`src/rtl/ptp_up_pkg.sv`:
```
// Shared types and defaults for the ha1588 register-bus initiator.
// Holds the opcode enum, the sequencer state encoding, the per-access descriptor,
// and the default register map and control words of the ha1588 RTC.
package ptp_up_pkg;

    typedef enum logic [1:0] {
        OP_READ     = 2'd0,
        OP_SET_TIME = 2'd1,
        OP_SET_PER  = 2'd2,
        OP_RSVD     = 2'd3
    } op_e;

    // Sequencer states, kept as plain constants so the encoding is visible in waves.
    typedef logic [1:0] state_t;
    localparam state_t ST_IDLE   = 2'd0;
    localparam state_t ST_STROBE = 2'd1;
    localparam state_t ST_GAP    = 2'd2;
    localparam state_t ST_RESP   = 2'd3;

    localparam logic [7:0]  DEF_ADDR_CTRL      = 8'h00;
    localparam logic [7:0]  DEF_ADDR_SEC       = 8'h10;
    localparam logic [7:0]  DEF_ADDR_NS        = 8'h14;
    localparam logic [7:0]  DEF_ADDR_PERIOD    = 8'h18;
    localparam logic [31:0] DEF_CTRL_SNAP      = 32'h1;
    localparam logic [31:0] DEF_CTRL_LOAD_TIME = 32'h2;
    localparam logic [31:0] DEF_CTRL_LOAD_PER  = 32'h4;

    // One register access: direction, address and write data.
    typedef struct packed {
        logic        rd;
        logic [7:0]  addr;
        logic [31:0] data;
    } acc_t;

    // Number of bus accesses each opcode performs.
    function automatic logic [1:0] op_num_acc(input op_e op);
        case (op)
            OP_READ:     return 2'd3;
            OP_SET_TIME: return 2'd3;
            OP_SET_PER:  return 2'd2;
            default:     return 2'd0;
        endcase
    endfunction

endpackage

```
`src/rtl/ptp_up_if.sv`:
```
// Command/response channel plus ha1588 register bus between a controller and ptp_up_master.
// master modport: the initiator's view (takes commands, drives the bus strobes).
// slave modport: the environment's view (issues commands, answers register reads).
interface ptp_up_if;
    logic        cmd_valid;
    logic        cmd_ready;
    logic [1:0]  cmd_op;
    logic [31:0] cmd_sec;
    logic [31:0] cmd_ns;
    logic        rsp_valid;
    logic        rsp_err;
    logic [31:0] rsp_sec;
    logic [31:0] rsp_ns;
    logic        up_wr;
    logic        up_rd;
    logic [7:0]  up_addr;
    logic [31:0] up_data_wr;
    logic [31:0] up_data_rd;

    modport master (
        input  cmd_valid, cmd_op, cmd_sec, cmd_ns, up_data_rd,
        output cmd_ready, rsp_valid, rsp_err, rsp_sec, rsp_ns,
        output up_wr, up_rd, up_addr, up_data_wr
    );

    modport slave (
        output cmd_valid, cmd_op, cmd_sec, cmd_ns, up_data_rd,
        input  cmd_ready, rsp_valid, rsp_err, rsp_sec, rsp_ns,
        input  up_wr, up_rd, up_addr, up_data_wr
    );
endinterface

```
`src/rtl/ptp_up_access.sv`:
```
// Single register access engine: one-cycle strobe followed by a wait gap.
// Latency: strobe the cycle after start_i; done_o in the last gap cycle (1 after a write, RD_LAT after a read).
// Backpressure: none; start_i is only raised when idle or together with done_o.
// Ports: clk/rst; start_i + acc_i request; up_* register bus outputs, up_data_rd_i read data;
//        done_o pulse with rd_data_o valid in the same cycle.
module ptp_up_access
    import ptp_up_pkg::*;
#(
    parameter int RD_LAT = 1
) (
    input  logic        clk,
    input  logic        rst,
    input  logic        start_i,
    input  acc_t        acc_i,
    input  logic [31:0] up_data_rd_i,
    output logic        up_wr_o,
    output logic        up_rd_o,
    output logic [7:0]  up_addr_o,
    output logic [31:0] up_data_wr_o,
    output logic        done_o,
    output logic [31:0] rd_data_o
);

    // Extra gap cycles after the first one for a read.
    localparam logic [1:0] RD_WAIT = 2'(RD_LAT - 1);

    logic        wr_q;
    logic        rd_q;
    logic        is_rd_q;
    logic        gap_q;
    logic [1:0]  cnt_q;
    logic [7:0]  addr_q;
    logic [31:0] data_q;

    always_ff @(posedge clk or negedge rst) begin
        if (!rst) begin
            wr_q    <= 1'b0;
            rd_q    <= 1'b0;
            is_rd_q <= 1'b0;
            gap_q   <= 1'b0;
            cnt_q   <= 2'd0;
            addr_q  <= 8'h00;
            data_q  <= 32'h0;
        end else begin
            // Strobes are single-cycle by construction.
            wr_q <= 1'b0;
            rd_q <= 1'b0;
            if (start_i) begin
                wr_q    <= ~acc_i.rd;
                rd_q    <= acc_i.rd;
                is_rd_q <= acc_i.rd;
                addr_q  <= acc_i.addr;
                data_q  <= acc_i.rd ? 32'h0 : acc_i.data;
                gap_q   <= 1'b0;
            end else if (wr_q || rd_q) begin
                gap_q <= 1'b1;
                cnt_q <= is_rd_q ? RD_WAIT : 2'd0;
            end else if (gap_q) begin
                if (cnt_q == 2'd0) begin
                    gap_q <= 1'b0;
                end else begin
                    cnt_q <= cnt_q - 2'd1;
                end
            end
        end
    end

    // Address and write data stay registered until the next start, so they
    // are stable across the whole gap.
    assign up_wr_o      = wr_q;
    assign up_rd_o      = rd_q;
    assign up_addr_o    = addr_q;
    assign up_data_wr_o = data_q;
    assign done_o       = gap_q && (cnt_q == 2'd0);
    assign rd_data_o    = up_data_rd_i;

endmodule

```
`src/rtl/ptp_up_master.sv`:
```
// ha1588 register-bus initiator: expands READ_TIME / SET_TIME / SET_PERIOD into fixed access sequences.
// Latency: rsp_valid 7 cycles after accept (SET_TIME), 5 (SET_PERIOD), 3+2*(RD_LAT+1) (READ_TIME), 1 (reserved).
// Backpressure: cmd_ready only in IDLE; one command in flight, next accept the cycle after the response.
// Ports: clk, rst (async active-low); bus = ptp_up_if.master carrying cmd_*, rsp_* and up_* signals.
module ptp_up_master
    import ptp_up_pkg::*;
#(
    parameter int          RD_LAT         = 1,
    parameter logic [7:0]  ADDR_CTRL      = DEF_ADDR_CTRL,
    parameter logic [7:0]  ADDR_SEC       = DEF_ADDR_SEC,
    parameter logic [7:0]  ADDR_NS        = DEF_ADDR_NS,
    parameter logic [7:0]  ADDR_PERIOD    = DEF_ADDR_PERIOD,
    parameter logic [31:0] CTRL_SNAP      = DEF_CTRL_SNAP,
    parameter logic [31:0] CTRL_LOAD_TIME = DEF_CTRL_LOAD_TIME,
    parameter logic [31:0] CTRL_LOAD_PER  = DEF_CTRL_LOAD_PER
) (
    input  logic     clk,
    input  logic     rst,
    ptp_up_if.master bus
);

    state_t      state_q, state_d;
    op_e         op_q;
    logic [31:0] sec_q;
    logic [31:0] ns_q;
    logic [1:0]  step_q;
    logic        ready_q;
    logic        rsp_valid_q;
    logic        rsp_err_q;
    logic [31:0] rsp_sec_q;
    logic [31:0] rsp_ns_q;
    logic [31:0] snap_sec_q;

    logic        accept;
    logic        acc_done;
    logic [31:0] acc_rdata;
    logic        acc_start;
    logic        last_step;
    logic        enter_resp;
    op_e         seq_op;
    logic [1:0]  seq_step;
    logic [31:0] seq_sec;
    logic [31:0] seq_ns;
    acc_t        acc;

    assign accept = bus.cmd_valid && ready_q;

    // The access to launch next: step 0 of the incoming command on accept,
    // otherwise the step after the one currently finishing.
    assign seq_op   = accept ? op_e'(bus.cmd_op) : op_q;
    assign seq_sec  = accept ? bus.cmd_sec : sec_q;
    assign seq_ns   = accept ? bus.cmd_ns  : ns_q;
    assign seq_step = accept ? 2'd0 : step_q + 2'd1;

    always_comb begin
        acc = '0;
        case (seq_op)
            OP_READ: begin
                case (seq_step)
                    2'd0:    acc = '{rd: 1'b0, addr: ADDR_CTRL, data: CTRL_SNAP};
                    2'd1:    acc = '{rd: 1'b1, addr: ADDR_SEC,  data: 32'h0};
                    default: acc = '{rd: 1'b1, addr: ADDR_NS,   data: 32'h0};
                endcase
            end
            OP_SET_TIME: begin
                case (seq_step)
                    2'd0:    acc = '{rd: 1'b0, addr: ADDR_SEC,  data: seq_sec};
                    2'd1:    acc = '{rd: 1'b0, addr: ADDR_NS,   data: seq_ns};
                    default: acc = '{rd: 1'b0, addr: ADDR_CTRL, data: CTRL_LOAD_TIME};
                endcase
            end
            OP_SET_PER: begin
                case (seq_step)
                    2'd0:    acc = '{rd: 1'b0, addr: ADDR_PERIOD, data: seq_ns};
                    default: acc = '{rd: 1'b0, addr: ADDR_CTRL,   data: CTRL_LOAD_PER};
                endcase
            end
            default: acc = '0;
        endcase
    end

    assign last_step = (step_q == op_num_acc(op_q) - 2'd1);
    assign acc_start = (accept && (op_e'(bus.cmd_op) != OP_RSVD)) || (acc_done && !last_step);

    always_comb begin
        state_d = state_q;
        case (state_q)
            ST_IDLE: begin
                if (accept) begin
                    state_d = (op_e'(bus.cmd_op) == OP_RSVD) ? ST_RESP : ST_STROBE;
                end
            end
            ST_STROBE: state_d = ST_GAP;
            ST_GAP: begin
                if (acc_done) begin
                    state_d = last_step ? ST_RESP : ST_STROBE;
                end
            end
            default: state_d = ST_IDLE;
        endcase
    end

    // RESP is a single cycle, so any cycle heading into RESP is an entry.
    assign enter_resp = (state_d == ST_RESP);

    always_ff @(posedge clk or negedge rst) begin
        if (!rst) begin
            state_q     <= ST_IDLE;
            op_q        <= OP_READ;
            sec_q       <= 32'h0;
            ns_q        <= 32'h0;
            step_q      <= 2'd0;
            ready_q     <= 1'b0;
            rsp_valid_q <= 1'b0;
            rsp_err_q   <= 1'b0;
            rsp_sec_q   <= 32'h0;
            rsp_ns_q    <= 32'h0;
            snap_sec_q  <= 32'h0;
        end else begin
            state_q     <= state_d;
            ready_q     <= (state_d == ST_IDLE);
            rsp_valid_q <= enter_resp;

            if (accept) begin
                op_q   <= op_e'(bus.cmd_op);
                sec_q  <= bus.cmd_sec;
                ns_q   <= bus.cmd_ns;
                step_q <= 2'd0;
            end else if (acc_done && !last_step) begin
                step_q <= step_q + 2'd1;
            end

            // Seconds arrive one access before nanoseconds; park them so the
            // visible response only changes at RESP.
            if (acc_done && (op_q == OP_READ) && (step_q == 2'd1)) begin
                snap_sec_q <= acc_rdata;
            end

            if (enter_resp) begin
                // accept here can only mean the reserved opcode (no bus work).
                rsp_err_q <= accept;
                rsp_sec_q <= (!accept && op_q == OP_READ) ? snap_sec_q : 32'h0;
                rsp_ns_q  <= (!accept && op_q == OP_READ) ? acc_rdata  : 32'h0;
            end else begin
                rsp_err_q <= 1'b0;
            end
        end
    end

    ptp_up_access #(.RD_LAT(RD_LAT)) u_access (
        .clk          (clk),
        .rst          (rst),
        .start_i      (acc_start),
        .acc_i        (acc),
        .up_data_rd_i (bus.up_data_rd),
        .up_wr_o      (bus.up_wr),
        .up_rd_o      (bus.up_rd),
        .up_addr_o    (bus.up_addr),
        .up_data_wr_o (bus.up_data_wr),
        .done_o       (acc_done),
        .rd_data_o    (acc_rdata)
    );

    assign bus.cmd_ready = ready_q;
    assign bus.rsp_valid = rsp_valid_q;
    assign bus.rsp_err   = rsp_err_q;
    assign bus.rsp_sec   = rsp_sec_q;
    assign bus.rsp_ns    = rsp_ns_q;

endmodule

```
`src/flat_wrapper.sv`:
```
// flat-port wrapper written by rule: the top's interface ports become plain ports
module ptp_up_master_flat import ptp_up_pkg::*;
#(
    parameter int          RD_LAT         = 1,
    parameter logic [7:0]  ADDR_CTRL      = DEF_ADDR_CTRL,
    parameter logic [7:0]  ADDR_SEC       = DEF_ADDR_SEC,
    parameter logic [7:0]  ADDR_NS        = DEF_ADDR_NS,
    parameter logic [7:0]  ADDR_PERIOD    = DEF_ADDR_PERIOD,
    parameter logic [31:0] CTRL_SNAP      = DEF_CTRL_SNAP,
    parameter logic [31:0] CTRL_LOAD_TIME = DEF_CTRL_LOAD_TIME,
    parameter logic [31:0] CTRL_LOAD_PER  = DEF_CTRL_LOAD_PER
)
  (clk, rst, bus_cmd_valid, bus_cmd_op, bus_cmd_sec, bus_cmd_ns, bus_up_data_rd, bus_cmd_ready, bus_rsp_valid, bus_rsp_err, bus_rsp_sec, bus_rsp_ns, bus_up_wr, bus_up_rd, bus_up_addr, bus_up_data_wr);
  ptp_up_if bus_i ();
  input  logic clk;
  input  logic rst;
  input wire logic [$bits(bus_i.cmd_valid)-1:0] bus_cmd_valid;
  input wire logic [$bits(bus_i.cmd_op)-1:0] bus_cmd_op;
  input wire logic [$bits(bus_i.cmd_sec)-1:0] bus_cmd_sec;
  input wire logic [$bits(bus_i.cmd_ns)-1:0] bus_cmd_ns;
  input wire logic [$bits(bus_i.up_data_rd)-1:0] bus_up_data_rd;
  output wire logic [$bits(bus_i.cmd_ready)-1:0] bus_cmd_ready;
  output wire logic [$bits(bus_i.rsp_valid)-1:0] bus_rsp_valid;
  output wire logic [$bits(bus_i.rsp_err)-1:0] bus_rsp_err;
  output wire logic [$bits(bus_i.rsp_sec)-1:0] bus_rsp_sec;
  output wire logic [$bits(bus_i.rsp_ns)-1:0] bus_rsp_ns;
  output wire logic [$bits(bus_i.up_wr)-1:0] bus_up_wr;
  output wire logic [$bits(bus_i.up_rd)-1:0] bus_up_rd;
  output wire logic [$bits(bus_i.up_addr)-1:0] bus_up_addr;
  output wire logic [$bits(bus_i.up_data_wr)-1:0] bus_up_data_wr;
  assign bus_i.cmd_valid = bus_cmd_valid;
  assign bus_i.cmd_op = bus_cmd_op;
  assign bus_i.cmd_sec = bus_cmd_sec;
  assign bus_i.cmd_ns = bus_cmd_ns;
  assign bus_i.up_data_rd = bus_up_data_rd;
  assign bus_cmd_ready = bus_i.cmd_ready;
  assign bus_rsp_valid = bus_i.rsp_valid;
  assign bus_rsp_err = bus_i.rsp_err;
  assign bus_rsp_sec = bus_i.rsp_sec;
  assign bus_rsp_ns = bus_i.rsp_ns;
  assign bus_up_wr = bus_i.up_wr;
  assign bus_up_rd = bus_i.up_rd;
  assign bus_up_addr = bus_i.up_addr;
  assign bus_up_data_wr = bus_i.up_data_wr;
  ptp_up_master #(.RD_LAT(RD_LAT), .ADDR_CTRL(ADDR_CTRL), .ADDR_SEC(ADDR_SEC), .ADDR_NS(ADDR_NS), .ADDR_PERIOD(ADDR_PERIOD), .CTRL_SNAP(CTRL_SNAP), .CTRL_LOAD_TIME(CTRL_LOAD_TIME), .CTRL_LOAD_PER(CTRL_LOAD_PER)) u_core (.clk(clk), .rst(rst), .bus(bus_i));
endmodule
```
`config.mk`:
```
export PLATFORM = sky130hd
export DESIGN_NAME = ptp_up_master_flat
export DESIGN_NICKNAME = d
export VERILOG_FILES = /design/src/rtl/ptp_up_pkg.sv /design/src/rtl/ptp_up_if.sv /design/src/rtl/ptp_up_access.sv /design/src/rtl/ptp_up_master.sv /design/src/flat_wrapper.sv
export SDC_FILE = /design/constraint.sdc
export NUM_CORES = 1
export LEC_CHECK = 0
export CORE_MARGIN = 2
export CORE_UTILIZATION = 46
export CTS_CLUSTER_SIZE = 24
export DETAILED_ROUTE_END_ITERATION = 7
export GPL_TIMING_DRIVEN = 0
export PLACE_DENSITY = 0.77
export SLEW_MARGIN = 5
export SYNTH_ARGS = -nofsm -noshare
export SYNTH_HDL_FRONTEND = slang
export SYNTH_SLANG_ARGS = --single-unit
```
`constraint.sdc`:
```
create_clock -name clk -period 1.7 [get_ports clk]
set_input_delay 0.34 -clock clk [delete_from_list [all_inputs] [get_ports clk]]
set_output_delay 0.34 -clock clk [all_outputs]
set_load 0.02 [all_outputs]
```
Yosys cells after proc, flatten, opt, wreduce, memory -nomap -nowiden
Index checks and enable logic that the tools add are counted.

Register bits after elaboration: 214. Word-level logic and storage cells: 85.

Add/sub/neg operators: 3. Equal/unequal tests: 13. Muxes and demuxes: 29. Bitwise logic cells: 2. Reduce and logical (&&, ||, !) cells: 21.

Operators with widths (number): 32-bit two-way mux (5); 41-bit one-hot mux with 3 select lines (1); 41-bit one-hot mux with 2 select lines (1); 37-bit one-hot mux with 2 select lines (1); 37-bit two-way mux (1); 2-bit two-way mux (11); 2-bit zero test (6); 2-bit by 1-bit == test with 1-bit output (second input constant) (5); 2-bit == test (second input constant) (5); 1-bit logical AND (7); 1-bit two-way mux (7); 2-bit one-hot mux with 3 select lines (1); 2-bit != test (second input constant) (2); 2-bit one-hot mux with 2 select lines (1); 2-bit nonzero test (2); 2-bit by 1-bit subtractor with 2-bit output (second input constant) (2); 3-bit AND reduction (1); 2-bit by 1-bit adder with 2-bit output (second input constant) (1); 2-bit == test (1); 1-bit zero test (2); 1-bit logical OR (2); 1-bit NOT (2); 2-bit OR reduction (1).

Longest topological paths before layout
Word-level depth: 10. Depth in mapped cells: 10. Depth with buffers taken out: 7.

Cells and area by module
A second synthesis with hierarchy kept.

Cell total of the unflattened synthesis: 813. Area, all modules: 9077.5 um^2.

By module, submodules not included: ptp_up_master (instances 1, cells an instance 608, area each 6904.1 um^2, seq. area each 4229.1 um^2); ptp_up_access (instances 1, cells an instance 205, area each 2173.3 um^2, seq. area each 1126.1 um^2).

Least setup slack after synthesis
OpenSTA, ideal clock, no wires.

Path kind: register -> register. Start point: register u_core.step_q[1]. End point: register u_core.u_access.data_q[18] (netlist: u_core.u_access.up_data_wr_o[18]). Data arrival time: 1715 ps. Data required time: 1579 ps. Slack: -136 ps. Cell stages (with the launch flop): 9. Buffers on the path: 1. Clock period less this slack: 1836 ps. Path through: dfrtp_1 inv_1 ha_1 nand2_1 nor3_1 a31oi_1 clkbuf_1 o2bb2ai_1 a22o_1.

Longest elaborated chain between the ends: 6. Elaborated cells between the ends (all ways): 13.

Ends and longest elaborated chain: start, declared (line ptp_up_master.sv:26) `logic [1:0] step_q;`; start signal, assigned (line ptp_up_master.sv:130) `step_q <= step_q + 2'd1;`; 2-bit by 1-bit adder with 2-bit output (line ptp_up_master.sv:53) `assign seq_step = accept ? 2'd0 : step_q + 2'd1;`; 2-bit two-way mux (line ptp_up_master.sv:53); 2-bit by 1-bit == test with 1-bit output / 2-bit zero test (equally long branches) (line ptp_up_master.sv:59, ptp_up_master.sv:66, ptp_up_master.sv:73); 37-bit one-hot mux with 2 select lines (tied with other cells) (line ptp_up_master.sv:66) `case (seq_step)`; 41-bit one-hot mux with 3 select lines (line ptp_up_master.sv:57) `case (seq_op)`; 32-bit two-way mux (line ptp_up_access.sv:53) `data_q <= acc_i.rd ? 32'h0 : acc_i.data;`; end signal, assigned (line ptp_up_access.sv:53); end, declared (line ptp_up_access.sv:33) `logic [31:0] data_q;`.

Several ways; a longest one is shown, not always the timed one. A chain may end at the register's enable or synchronous reset.

Worst setup path in the final report
Start point: register u_core.u_access.cnt_q[1]. End point: register u_core.rsp_ns_q[20] (netlist: u_core.bus.rsp_ns[20]).

Longest elaborated chain between the ends: 5.

Ends and longest elaborated chain: start, declared (line ptp_up_access.sv:31) `logic [1:0] cnt_q;`; start signal, assigned (line ptp_up_access.sv:57) `cnt_q <= is_rd_q ? RD_WAIT : 2'd0;`; start signal, assigned (line ptp_up_access.sv:62) `cnt_q <= cnt_q - 2'd1;`; 2-bit zero test (line ptp_up_access.sv:74) `assign done_o = gap_q && (cnt_q == 2'd0);`; 1-bit logical AND (line ptp_up_access.sv:74); 2-bit two-way mux (line ptp_up_master.sv:95) `if (acc_done) begin`; 2-bit one-hot mux with 3 select lines (line ptp_up_master.sv:87) `case (state_q)`; 2-bit == test (line ptp_up_master.sv:104) `assign enter_resp = (state_d == ST_RESP);`; end signal, assigned (line ptp_up_master.sv:143) `rsp_ns_q <= (!accept && op_q == OP_READ) ? acc_rdata : 32'h0;`; end, declared (line ptp_up_master.sv:31) `logic [31:0] rsp_ns_q;`.

Every way passes these cells.

==> flow_summary.rst <==
.. list-table::
   :header-rows: 1

   * - Metric
     - Value
   * - Power density over the cells
     - 759 nW/µm²
   * - List of cells traversed by the critical path
     - inv_2 -> ha_4 -> nand2_4 -> a41oi_4 -> and2_4 -> o32a_1 -> buf_6 -> buf_12 -> clkbuf_16 -> mux2i_1
   * - Number of violations of the max-capacitance limit
     - 0
   * - Category of the most critical setup path
     - flip-flop to flip-flop
   * - Post-synthesis simple-gate area fraction
     - 0.123
   * - Number of ports placed on the die boundary
     - 210
   * - Max-slew violation total from the final report
     - 0
   * - Commonest non-fill, non-tap cell in the layout
     - sky130_fd_sc_hd__nand2_1
   * - Final critical-path required period
     - 1.96 ns
   * - Max VDD drop
     - 0.617 mV
   * - Number of enable-type register cells in the synthesized netlist
     - 0
   * - Die height
     - 147 µm
   * - Global Route Usage Sum
     - 0.234
   * - Multiplexer area fraction after synthesis
     - 0.142
   * - Max clock buf depth
     - 3
   * - Worst setup slack for register-to-register paths
     - -0.26 ns
   * - Worst-case clock skew
     - 0.0113 ns
   * - Total Nets Final
     - 1279
   * - Final Routed Wirelength
     - 27700 µm
   * - Worst hold path type
     - primary input to flip-flop
   * - Proportion of synthesized flip-flops having asynchronous set or reset
     - 1.00
   * - Critical path data arrival time
     - 2.37 ns
   * - Antenna violations before repair
     - 0
   * - Layout cell share with drive strength beyond 1
     - 0.212
   * - Net Sw Power
     - 2.30 mW
   * - Via count of the routed design
     - 7647
   * - Min-Delay Startpoint
     - bus_cmd_sec[0]
   * - Starting Density
     - 0.467
   * - Fraction of the yosys area taken by sequential cells
     - 0.555
   * - Die W
     - 147 µm
   * - Relative contribution of sequential cells to total power
     - 0.481
   * - Drt via density
     - 5.23
   * - Share of the cycle needed by the critical path after routing
     - 1.15
   * - Final setup slack of the worst path
     - -0.256 ns
   * - Routability congestion estimate from global placement
     - 0.821
   * - Worst flop-to-flop path startpoint
     - u_core.u_access.cnt_q[1]$_DFFE_PN0P_
   * - Number of failing setup endpoints in the final timing report
     - 104
   * - DR iter-0 viols
     - 400
   * - Leakage dissipation
     - 7.43 nW
   * - Setup repair after global routing missed its margin
     - true
   * - PnR Total Power
     - 10.6 mW
   * - Cell Int Power
     - 8.28 mW
   * - CTS HTree Levels
     - 1
   * - First-pass GRT wire length
     - 41100 µm
   * - Avg WL per Cell
     - 18.9 µm
   * - Flip-flop and latch count after synthesis
     - 209
   * - Category of the worst setup path launch point
     - flip-flop
   * - Sink count of the clock tree
     - 209
   * - Worst slack at placement
     - -0.863 ns
   * - YS warnings
     - 0
   * - Number of standard-cell rows in the floorplan
     - 52
   * - Synth unique cells
     - 46
   * - Post-route DRC violation count
     - 0
   * - Highest net fanout along the worst path
     - 7
   * - Required time reported for the critical path endpoint
     - 2.12 ns
   * - Power share of the clock group
     - 0.463
   * - Number of antenna-violating nets in the routed design
     - 0
   * - Commonest cells after routing, fill and taps aside
     - sky130_fd_sc_hd__nand2_1 (267), sky130_fd_sc_hd__dfrtp_1 (207), sky130_fd_sc_hd__dlygate4sd2_1 (104)
   * - Area share of xor/xnor cells in the synthesized design
     - 0.00186
   * - Insertion delay to the later sink of the worst-skew pair
     - 0.51 ns
   * - Post-synthesis share of cell area spent on full adders, half adders and majority gates
     - 0.00266
   * - Kind of capture point of the worst setup path
     - flip-flop
   * - Average footprint of a synthesized cell
     - 10.5 µm²
   * - Max Clock Freq
     - 511 MHz
   * - Estimated wirelength of the detail-placed design
     - 17400 µm
   * - Share of the synthesized area in compound gates (AO/OA/AOI/OAI)
     - 0.108
   * - Most instantiated flip-flop cell in the synthesis netlist
     - sky130_fd_sc_hd__dfrtp_1
   * - Sw Share
     - 0.217
   * - Cells after synthesis
     - 901
   * - Hold Crit Endpoint
     - u_core.sec_q[0]$_DFF_PN0_
   * - Worst hold stages
     - 3
   * - Failing checks
     - setup timing
   * - Path depth of the worst reg2reg path
     - 10
   * - Ant. Diodes
     - 0
   * - I/O Buffers
     - 204
   * - Drt pass-1 iters
     - 6
   * - Vias in the first global route
     - 7801
   * - TritonCTS clock tree
     - yes
   * - Pin count of the biggest net entering global routing
     - 114
   * - Placeable core region
     - 20200 µm²
   * - Clock root buffer
     - sky130_fd_sc_hd__clkbuf_16
   * - Die area
     - 21600 µm²
   * - Destination of the worst register-to-register timing path
     - u_core.bus.rsp_ns[20]$_DFFE_PN0N_
   * - Comb pwr share
     - 0.056
   * - Overflow left after global routing
     - 0
   * - Combinational family with the most area after synthesis
     - multiplexers
   * - Area growth syn-to-layout
     - 48.0%
   * - TritonCTS Buffers
     - 23
   * - Slew at the pin closest to its max-slew limit
     - 0.739 ns
   * - Crit-path slowest cell
     - sky130_fd_sc_hd__dfrtp_1
   * - Worst stage delay on the critical path
     - 0.38 ns
   * - Number of hold violations in the final report
     - 0
   * - Result of the run
     - finished with violations
   * - Max-slew headroom at the worst pin
     - 0.508
   * - Clock slew at the register clock pins of the worst setup and hold paths
     - 0.06 ns
   * - Mapped cell area
     - 9420 µm²
-- logic make-up after synthesis --
group,after synthesis
flops,209
fa+ha+maj,2
compound gates,121
mux,130
other cells,1
simple gates,299
xor+xnor,2
buf+inv,137
-- cells in the mapped netlist, types with 2 or more instances --
cell type                   instances  area, µm²
sky130_fd_sc_hd__a21o_1             2       15.0
sky130_fd_sc_hd__a21oi_1            5       25.0
sky130_fd_sc_hd__a22o_1            32        280
sky130_fd_sc_hd__a2bb2oi_1         30        263
sky130_fd_sc_hd__a31oi_1            4       25.0
sky130_fd_sc_hd__and2_1             2       12.5
sky130_fd_sc_hd__buf_1              7       26.3
sky130_fd_sc_hd__buf_2             17       85.1
sky130_fd_sc_hd__buf_4             10       75.1
sky130_fd_sc_hd__buf_8              3       45.0
sky130_fd_sc_hd__clkbuf_1          26       97.6
sky130_fd_sc_hd__dfrtp_1          209       5230
sky130_fd_sc_hd__ha_1               2       25.0
sky130_fd_sc_hd__inv_1             72        270
sky130_fd_sc_hd__mux2_2            33        372
sky130_fd_sc_hd__mux2i_1           97        971
sky130_fd_sc_hd__nand2_1          271       1020
sky130_fd_sc_hd__nand3_1            4       20.0
sky130_fd_sc_hd__nor2_1            14       52.6
sky130_fd_sc_hd__nor3_1             3       15.0
sky130_fd_sc_hd__o21ai_0            4       20.0
sky130_fd_sc_hd__o2bb2ai_1         30        263
-- worst max path at each step --
stage                                                    start                                 to  slack, ns
after floorplan           u_core.u_access.cnt_q[1]$_DFFE_PN0P_   u_core.bus.rsp_ns[0]$_DFFE_PN0N_      -0.06
after global placement                                     rst     u_core.bus.cmd_ready$_DFF_PN0_      -9.44
after detailed placement                         bus_cmd_valid  u_core.u_access.up_wr_o$_DFF_PN0_      -0.86
after CTS                 u_core.u_access.cnt_q[1]$_DFFE_PN0P_   u_core.bus.rsp_ns[1]$_DFFE_PN0N_      -0.18
after global routing      u_core.u_access.cnt_q[0]$_DFFE_PN0P_  u_core.bus.rsp_ns[20]$_DFFE_PN0N_      -0.30
final                     u_core.u_access.cnt_q[1]$_DFFE_PN0P_  u_core.bus.rsp_ns[20]$_DFFE_PN0N_      -0.26
-- worst max-delay path: cells and delay by family (launching register included) --
kind                     cells  cell delay, ns
AND/OR/NAND/NOR              2            0.25
buffers and inverters        4            0.53
flip-flops                   1            0.38
multiplexers                 1            0.20
AO/OA/AOI/OAI                2            0.37
adder cells (fa/ha/maj)      1            0.15
-- repair_timing --
action | in CTS | in global routing
cloned | 2 | 7
buffers inserted | 16 | 16
hold endpoints to repair | 96 | 0
gates resized for setup | 200 | 126
pin swaps | 2 | 29
hold buffers | 1 | 0
endpoints found under the setup margin | 296 | 152
-- sequential cells by signal, indices dropped and copies added (netlist names) --
name / flops
u_core.bus.cmd_ready: 1
u_core.bus.rsp_err: 1
u_core.bus.rsp_ns: 32
u_core.bus.rsp_sec: 32
u_core.bus.rsp_valid: 1
u_core.ns_q: 32
u_core.op_q: 2
u_core.sec_q: 32
u_core.snap_sec_q: 32
u_core.state_q: 2
u_core.step_q: 2
u_core.u_access.cnt_q: 2
u_core.u_access.gap_q: 1
u_core.u_access.up_addr_o: 3
u_core.u_access.up_data_wr_o: 32
u_core.u_access.up_rd_o: 1
u_core.u_access.up_wr_o: 1
-- layer usage --
layer	wire length, µm	share of wire	global-route usage	up-vias
met1	11600	0.42	0.311	3781
met2	13600	0.49	0.388	276
met3	1920	0.069	0.0581	46
li1	-	-	-	3544
met5	0	0	0	-
met4	606	0.022	0.0563	0
-- final cells by class --
cell class | instances | area (µm²)
Clock buffer | 38 | 732
Multi-Input combinational cell | 559 | 4230
Timing Repair Buffer | 247 | 2480
Sequential cell | 209 | 5230
Inverter | 72 | 270
Fill cell | 1518 | 6230
Clock inverter | 3 | 18.8
Tap cell | 270 | 338
Buffer | 64 | 643
-- power by group through the flow --
| stage | registers [mW] | clock network (mW) | logic [mW] |
|---|---|---|---|
| after floorplan | 5.23 | 0 | 0.0889 |
| after global placement | 5.18 | 0 | 0.596 |
| after detailed placement | 5.18 | 0 | 0.611 |
| after CTS | 5.09 | 4.99 | 0.591 |
| after global routing | 5.10 | 5.19 | 0.641 |
| final | 5.09 | 4.90 | 0.592 |
-- per-stage QoR --
step | hold slack (ns) | TNS, ns | util | instances | cell area [µm²]
floorplan | 0.0444 | -4.13 | - | 905 | 9470
global placement | 0.459 | -1909.58 | 0.588 | 1379 | 11900
detailed placement | 0.411 | -108.00 | 0.589 | 1380 | 11900
CTS | 0.366 | -12.23 | 0.645 | 1439 | 13000
global route | 0.394 | -24.47 | 0.691 | 1462 | 13900
finish | 0.394 | -18.73 | 0.691 | 1462 | 13900
(Power assumes the default switching activity.)
